## src/rtl/sram_1r1w_pkg.sv

```systemverilog
// rtl/sram_1r1w_pkg.sv - shared types and byte-lane merge helper for sram_1r1w
package sram_1r1w_pkg;

    typedef enum logic {
        RDW_OLD = 1'b0,
        RDW_NEW = 1'b1
    } rdw_mode_e;

    typedef enum logic {
        S_INIT = 1'b0,
        S_RUN  = 1'b1
    } sram_state_e;

    // Byte-lane merge: picks the incoming byte where its enable is set.
    // The write path and the read-new bypass both use it, so they cannot disagree.
    function automatic logic [7:0] be_merge(
        input logic [7:0] old_byte,
        input logic [7:0] new_byte,
        input logic       be
    );
        return be ? new_byte : old_byte;
    endfunction

endpackage

```

## src/rtl/sram_rd_pipe.sv

```systemverilog
// rtl/sram_rd_pipe.sv - optional extra read-data stage for sram_1r1w
module sram_rd_pipe
#(
    parameter int DATA_WIDTH = 32,
    parameter int RD_LATENCY = 1
)
(
    input  logic                  clk,
    input  logic                  rst_n,
    input  logic                  valid_i,
    input  logic [DATA_WIDTH-1:0] data_i,
    output logic                  rvalid_o,
    output logic [DATA_WIDTH-1:0] rdata_o
);

    // With RD_LATENCY=1 the stage is held idle and bypassed; synthesis prunes it.
    localparam logic EXTRA_STAGE = (RD_LATENCY == 2);

    logic                  stg_valid;
    logic [DATA_WIDTH-1:0] stg_data;

    // Extra stage: data only loads on a valid read so rdata_o holds between strobes
    always_ff @(posedge clk or negedge rst_n) begin
        if (!rst_n) begin
            stg_valid <= 1'b0;
            stg_data  <= '0;
        end else begin
            stg_valid <= valid_i & EXTRA_STAGE;
            if (valid_i && EXTRA_STAGE) begin
                stg_data <= data_i;
            end
        end
    end

    assign rvalid_o = EXTRA_STAGE ? stg_valid : valid_i;
    assign rdata_o  = EXTRA_STAGE ? stg_data  : data_i;

endmodule

```

## src/rtl/sram_1r1w.sv

```systemverilog
// rtl/sram_1r1w.sv - 1R1W SRAM with byte enables, hardware clear and selectable read latency
module sram_1r1w
    import sram_1r1w_pkg::*;
#(
    parameter int                    DATA_WIDTH = 32,
    parameter int                    DEPTH      = 16,
    parameter int                    ADDR_WIDTH = $clog2(DEPTH),
    parameter int                    BE_WIDTH   = DATA_WIDTH / 8,
    parameter int                    RD_LATENCY = 1,
    parameter rdw_mode_e             RDW_MODE   = RDW_OLD,
    parameter logic [DATA_WIDTH-1:0] INIT_VALUE = '0
)
(
    input  logic                  clk,
    input  logic                  rst_n,
    input  logic                  we_i,
    input  logic [ADDR_WIDTH-1:0] waddr_i,
    input  logic [DATA_WIDTH-1:0] wdata_i,
    input  logic [BE_WIDTH-1:0]   wbe_i,
    input  logic                  re_i,
    input  logic [ADDR_WIDTH-1:0] raddr_i,
    output logic [DATA_WIDTH-1:0] rdata_o,
    output logic                  rvalid_o,
    output logic                  init_done_o
);

    if (RD_LATENCY != 1 && RD_LATENCY != 2) begin : g_bad_rd_latency
        $error("sram_1r1w: RD_LATENCY must be 1 or 2");
    end
    if ((DATA_WIDTH % 8) != 0 || BE_WIDTH != DATA_WIDTH / 8) begin : g_bad_width
        $error("sram_1r1w: DATA_WIDTH must be a multiple of 8 with one enable per byte");
    end

    // One extra address bit so DEPTH itself is representable for range checks.
    localparam logic [ADDR_WIDTH:0]   DEPTH_W   = (ADDR_WIDTH + 1)'(DEPTH);
    localparam logic [ADDR_WIDTH-1:0] LAST_ADDR = ADDR_WIDTH'(DEPTH - 1);

    sram_state_e           state;
    sram_state_e           state_nxt;
    logic                  run;
    logic [ADDR_WIDTH-1:0] init_cnt;

    logic [DATA_WIDTH-1:0] mem [DEPTH];

    logic                  wr_in_range;
    logic                  rd_in_range;
    logic [DATA_WIDTH-1:0] wr_old;
    logic [DATA_WIDTH-1:0] wr_merged;
    logic                  collision;

    logic                  mem_we;
    logic [ADDR_WIDTH-1:0] mem_waddr;
    logic [DATA_WIDTH-1:0] mem_wdata;

    logic                  rd_fire;
    logic [DATA_WIDTH-1:0] rd_word;
    logic                  arr_valid;
    logic [DATA_WIDTH-1:0] arr_data;

    // State register: reset always restarts the clear sequence
    always_ff @(posedge clk or negedge rst_n) begin
        if (!rst_n) begin
            state <= S_INIT;
        end else begin
            state <= state_nxt;
        end
    end

    // Next state: leave init after the last location has been cleared
    always_comb begin
        state_nxt = state;
        if (state == S_INIT && init_cnt == LAST_ADDR) begin
            state_nxt = S_RUN;
        end
    end

    // State outputs: ports are live only in S_RUN
    always_comb begin
        run = 1'b0;
        case (state)
            S_INIT:  run = 1'b0;
            S_RUN:   run = 1'b1;
            default: run = 1'b0;
        endcase
        init_done_o = run;
    end

    // Init counter: walks 0..DEPTH-1 once per reset, then parks
    always_ff @(posedge clk or negedge rst_n) begin
        if (!rst_n) begin
            init_cnt <= '0;
        end else if (state == S_INIT && init_cnt != LAST_ADDR) begin
            init_cnt <= init_cnt + 1'b1;
        end
    end

    assign wr_in_range = ({1'b0, waddr_i} < DEPTH_W);
    assign rd_in_range = ({1'b0, raddr_i} < DEPTH_W);
    assign wr_old      = wr_in_range ? mem[waddr_i] : '0;
    assign collision   = run && we_i && re_i && (raddr_i == waddr_i);

    for (genvar b = 0; b < BE_WIDTH; b++) begin : g_merge
        assign wr_merged[8*b +: 8] = be_merge(wr_old[8*b +: 8], wdata_i[8*b +: 8], wbe_i[b]);
    end

    // Write mux: init clear owns the array until run, then the write port
    always_comb begin
        mem_we    = 1'b0;
        mem_waddr = waddr_i;
        mem_wdata = wr_merged;
        if (!run) begin
            mem_we    = 1'b1;
            mem_waddr = init_cnt;
            mem_wdata = INIT_VALUE;
        end else begin
            mem_we = we_i && wr_in_range && (|wbe_i);
        end
    end

    // Storage array: no reset, contents come from the init sweep
    always_ff @(posedge clk) begin
        if (mem_we) begin
            mem[mem_waddr] <= mem_wdata;
        end
    end

    assign rd_fire = run && re_i;

    // Read word select: out-of-range reads return zero, collisions honour RDW_MODE
    always_comb begin
        rd_word = '0;
        if (rd_in_range) begin
            if (RDW_MODE == RDW_NEW && collision) begin
                rd_word = wr_merged;
            end else begin
                rd_word = mem[raddr_i];
            end
        end
    end

    // Array output register: first read stage, data held between reads
    always_ff @(posedge clk or negedge rst_n) begin
        if (!rst_n) begin
            arr_valid <= 1'b0;
            arr_data  <= '0;
        end else begin
            arr_valid <= rd_fire;
            if (rd_fire) begin
                arr_data <= rd_word;
            end
        end
    end

    sram_rd_pipe #(
        .DATA_WIDTH (DATA_WIDTH),
        .RD_LATENCY (RD_LATENCY)
    ) u_rd_pipe (
        .clk      (clk),
        .rst_n    (rst_n),
        .valid_i  (arr_valid),
        .data_i   (arr_data),
        .rvalid_o (rvalid_o),
        .rdata_o  (rdata_o)
    );

endmodule

```

## config.mk

```make
export PLATFORM = sky130hd
export DESIGN_NAME = sram_1r1w
export DESIGN_NICKNAME = d
export VERILOG_FILES = /design/src/rtl/sram_1r1w_pkg.sv /design/src/rtl/sram_rd_pipe.sv /design/src/rtl/sram_1r1w.sv
export SDC_FILE = /design/constraint.sdc
export NUM_CORES = 1
export LEC_CHECK = 0
export CORE_MARGIN = 2
export CORE_UTILIZATION = 30
export CTS_CLUSTER_DIAMETER = 40
export DETAILED_ROUTE_END_ITERATION = 8
export GPL_ROUTABILITY_DRIVEN = 0
export PLACE_DENSITY = 0.51
export SLEW_MARGIN = 30
export SYNTH_ARGS = -nofsm -noshare
export SYNTH_HDL_FRONTEND = slang
export SYNTH_HIERARCHICAL = 1
export SYNTH_SLANG_ARGS = --single-unit
```

## constraint.sdc

```tcl
create_clock -name clk -period 5.2 [get_ports clk]
set_clock_uncertainty 0.2 [all_clocks]
set_input_delay 1.3 -clock clk [delete_from_list [all_inputs] [get_ports clk]]
set_output_delay 1.3 -clock clk [all_outputs]
set_load 0.005 [all_outputs]
```

# Yosys cells after proc, flatten, opt, wreduce, memory -nomap -nowiden

Memories as Yosys holds them, arrays and structs flattened. A register that Yosys moved wholly into a read port is not among the register bits.
Index checks and enable logic that the tools add are counted.

Register bits after elaboration: 6
RAM bits: 512
Input bits: 48
Output and inout bits: 34
Word-level logic and storage cells: 24
Memories kept: 1

Memories:

| memory | words | bits a word | rd ports | clocked after Yosys merged registers in | write ports | line            | text |
|---|---|---|---|---|---|---|---|
| mem    | 16    | 32          | 2        | 1                                       | 1           | sram_1r1w.sv:43 | `logic [DATA_WIDTH-1:0] mem [DEPTH];` |

Add/subtract/negate cells: 1
Equal/unequal tests: 2
Muxes and demuxes: 10
Bitwise gates (word level): 1
Reduce and logical (&&, ||, !) cells: 6

Operator list:

| cell                                          | count |
|---|---|
| two-way mux 32 bit                            | 1 |
| two-way mux 8 bit                             | 4 |
| adder 4 x 1 -> 4 bit (second input constant)  | 1 |
| equality test 4 bit (second input constant)   | 1 |
| logical AND 1 bit                             | 4 |
| two-way mux 4 bit                             | 1 |
| inequality test 4 bit (second input constant) | 1 |
| OR reduction 4 bit                            | 1 |
| two-way mux 1 bit                             | 3 |
| case mux 1 bit (2 select lines)               | 1 |
| logical NOT 1 bit                             | 1 |
| inverter 1 bit                                | 1 |

# Depth between registers and ports, before layout

Depth after elaboration: 5
Gate-level depth with buffers: 7
Mapped depth without buffers: 4

# Modules after synthesis

Netlist, hierarchy kept.

Modules (own cells, without submodules):

| module       | instances | cells each | area an instance (sq um) | sequential area each (sq um) |
|---|---|---|---|---|
| sram_1r1w    | 1         | 1876       | 26002.4                  | 16325.7 |
| sram_rd_pipe | 1         | 33         | 247.7                    | 0.0 |

# Worst setup path after synthesis

OpenSTA, ideal clock, no wires.

Kind: input -> register
Start: in waddr_i[2]
End: mem mem[10][0], enable pin
Setup time: 0.421 ns
Arrival: 3.396 ns
Required time: 4.579 ns
Path slack: 1.183 ns
Stages: 5
Buffers on the path: 2
Cell sequence: buf_4 -> buf_4 -> nor3_1 -> a22oi_1 -> nor2_1

Longest elaborated chain between the ends: 1

Ends and longest elaborated chain:

| what               | line             | text |
|---|---|---|
| start: declaration | sram_1r1w.sv:17  | `input logic [ADDR_WIDTH-1:0] waddr_i,` |
| two-way mux 4 bit  | sram_1r1w.sv:111 | `if (!run) begin` |
| end: declaration   | sram_1r1w.sv:43  |  |

Every way passes these cells.

# Worst setup path after layout

Start: in wbe_i[3]
End: mem mem[1][9], enable pin

Longest elaborated chain between the ends: 5

Ends and longest elaborated chain:

| what                                    | line             | text |
|---|---|---|
| start: declaration                      | sram_1r1w.sv:19  | `input logic [BE_WIDTH-1:0] wbe_i,` |
| OR reduction 4 bit                      | sram_1r1w.sv:116 | `mem_we = we_i && wr_in_range && (\|wbe_i);` |
| logical AND 1 bit                       | sram_1r1w.sv:116 |  |
| two-way mux 1 bit                       | sram_1r1w.sv:111 |  |
| two-way mux 1 bit                       | sram_1r1w.sv:122 | `if (mem_we) begin` |
| two-way mux 1 bit (not written as such) | sram_1r1w.sv:123 | `mem[mem_waddr] <= mem_wdata;` |

Every way passes these cells.

==> flow_summary.json <==
{
  "status": "completed",
  "ios": 82,
  "first_global_vias": 17880,
  "leakagePower_nw": 11.56,
  "synthTopCellsByArea": "edfxtp_1 (59%), mux2i_1 (20%), a22oi_1 (4.6%)",
  "initial_core_util": 0.3026,
  "drive_gt1_frac": 0.1230,
  "insertion_delay_ns": 0.63,
  "slowest_delay_ns": 0.80,
  "synth_edf_count": 512,
  "slew_headroom": 0.3327,
  "fin_crit_sh": 0.7164,
  "dieHeight_um": 299.8,
  "cts_buffers": 89,
  "dpl_cell_area_mm2": 0.02831,
  "yosysTopAreaCell": "edfxtp_1",
  "synth_seq_cells": 550,
  "setup_violations": 0,
  "viasPerCell": 5.317,
  "crit_fanout": 14,
  "final_cells": 3205,
  "synthesis.nets": 1958,
  "drt_iter0_markers": 1385,
  "syn_inst": 1909,
  "place_ws_ns": 0.8313,
  "end_kind": "register",
  "num_vias": 17040,
  "rsz0062_at_grt": "false",
  "cts_hold_buf": 0,
  "clk_pin_slew_ns": 0.05,
  "fp-row-count": 108,
  "holdPathStages": 2,
  "grt_max_degree": 97,
  "synth_top_area_frac": 0.5857,
  "syn_to_final_growth_pct": 19.46,
  "synth_area_mm2": 0.02625,
  "route.detailed.drc": 0,
  "finalInstanceArea_mm2": 0.03136,
  "die_area_mm2": 0.08988,
  "hp-class": "register to register",
  "die_w_um": 299.8,
  "slowest_stage": "a22oi_1",
  "arrival_ns": 3.88,
  "ys_warn_count": 6,
  "finalMaxSlewViolations": 0,
  "avgRoutedWirePerCell_um": 26.01,
  "fmax_mhz": 268.4,
  "synth_area_per_cell_um2": 13.75,
  "whs_endpoint": "arr_data[16]",
  "tightest_slew_ns": 1.001,
  "r2r-end": "mem[10][6]",
  "first_pass_iters": 6,
  "hp-start": "arr_data[16]",
  "cp_data_required_time_ns": 5.36,
  "grt_usage": 0.1828,
  "clock-sinks": 550,
  "synthFlopType": "edfxtp_1",
  "grt_overflow": 0,
  "cp_cell_sequence": "clkdlybuf4s50_1, nor4_1, nor3_1, a22oi_1, nor2_4, buf_4",
  "layout.nets": 2023,
  "crit_path_start_kind": "primary input",
  "setup_tns_ns": 0,
  "worst_slack_ns": 1.475,
  "finalWirelength_um": 83350,
  "maxCapViolations": 0,
  "io_buffer_count": 81,
  "clockBufferDepth": 3,
  "final_antenna_net_count": 0,
  "synth_cell_types": 34,
  "post_cts_buffers": 0,
  "synth_common_cells": "edfxtp_1 (512), mux2i_1 (512), nand2_1 (187), nand3_1 (168), a22oi_1 (162)",
  "r2r_start": "state",
  "grt_pass1_wl_um": 120500,
  "r2r_setup_slack_ns": 2.06,
  "finalCriticalPeriod_ns": 3.725,
  "r2r_cells": 7,
  "dp_cells": 3038,
  "cts_resized": 0,
  "coreArea_mm2": 0.08675,
  "ys_seq_area_frac": 0.6219,
  "htreeDepth": 3,
  "async_flop_share": 0.06909,
  "cts_root_buf": "clkbuf_16",
  "antenna_found_initial": 1,
  "finalHoldViolations": 0,
  "power_density_mw_per_mm2": 382.3,
  "critical_path_class": "primary input to register",
  "cts_tree": "yes",
  "place_hpwl_um": 49960,
  "ir_drop_mv": 0.2600
}
==> registers in the layout, indices dropped and copies added (netlist names) <==
register   flops
mem          512
arr_data      32
init_cnt       4
arr_valid      1
state          1
==> report_power, final <==
group          internal, mW  switching [mW]  total, mW  leakage, nW
logic                 0.353           0.625      0.978         5.04
clock network          3.70            2.25       5.95         1.44
registers              5.01          0.0473       5.06         5.08
==> placed cells by master (no fill, tap or decap), types with 3 or more instances in the layout <==
| master | instances |
|---|---|
| clkinv_2 | 6 |
| and2_1 | 4 |
| clkinvlp_4 | 15 |
| a31oi_1 | 3 |
| nor2_4 | 19 |
| inv_8 | 4 |
| or3b_1 | 4 |
| nand2_1 | 186 |
| buf_4 | 36 |
| nand3_1 | 168 |
| nand3b_2 | 5 |
| mux2i_1 | 512 |
| clkbuf_8 | 3 |
| bufinv_16 | 9 |
| dfrtp_1 | 38 |
| clkbuf_1 | 5 |
| clkbuf_16 | 89 |
| clkinv_1 | 6 |
| nor2_1 | 3 |
| edfxtp_1 | 512 |
| inv_1 | 6 |
| buf_12 | 20 |
| a21oi_1 | 72 |
| nor2b_4 | 4 |
| clkinv_4 | 9 |
| clkdlybuf4s50_1 | 78 |
| a22oi_1 | 162 |
| nand4_1 | 25 |
| inv_6 | 18 |
==> metal layers <==
| layer | track usage | routed length [um] | vias to the layer above |
|---|---|---|---|
| li1 | - | - | 7542 |
| met1 | 0.2339 | 35450 | 8794 |
| met2 | 0.3137 | 40970 | 543 |
| met3 | 0.03136 | 4496 | 161 |
| met4 | 0.05940 | 2436 | 0 |
| met5 | 0 | 0 | - |
==> cells by family (layout without fill, tap and decap cells) <==
kind of cell / count (synthesis) / count (layout) / share of synthesized area
adder cells (fa/ha/maj): 1 / 1 / 0.0004766
other: 0 / 1 / 0
XOR/XNOR: 2 / 2 / 0.0006674
multiplexers: 513 / 513 / 0.1957
AND/OR/NAND/NOR: 429 / 429 / 0.07569
flip-flops: 550 / 550 / 0.6219
buffers and inverters: 171 / 311 / 0.04285
AO/OA/AOI/OAI: 243 / 243 / 0.06273
==> final cells by class <==
class	instances	area, um2
repair buffers	139	1541
flip-flops and latches	550	16330
diodes	1	2.502
fillers	8335	55400
multi-input cells	1188	8984
inverters	6	22.52
well taps	1155	1445
clock buffers	97	2287
clock inverters	69	749.5
==> per-stage QoR <==
stage               power, mW    util  hold WS (ns)
detailed placement      6.134  0.3264        0.2735
global placement        6.123  0.3257        0.2689
finish                  11.99  0.3615        0.2777
CTS                     12.09  0.3614        0.2853
global route            12.35  0.3614        0.3027
floorplan               5.750       -        0.2502
==> worst max-delay path by stage <==
stage	from	endpoint	slack, ns	cells after the start
final	wbe_i[3]	mem[1][9]	1.47	6
after global routing	wbe_i[3]	mem[3][6]	1.38	6
after CTS	wbe_i[3]	mem[1][9]	1.50	6
after detailed placement	wbe_i[3]	mem[1][13]	0.83	6
after global placement	wbe_i[3]	mem[1][13]	0.79	6
after floorplan	waddr_i[2]	mem[10][0]	1.18	5
==> critical path, delay by kind of cell <==
| family | cells | cell delay, ns |
|---|---|---|
| buf+inv | 2 | 0.78 |
| compound gates | 1 | 0.80 |
| simple gates | 3 | 0.98 |
Power figures use the tool's default switching activity.
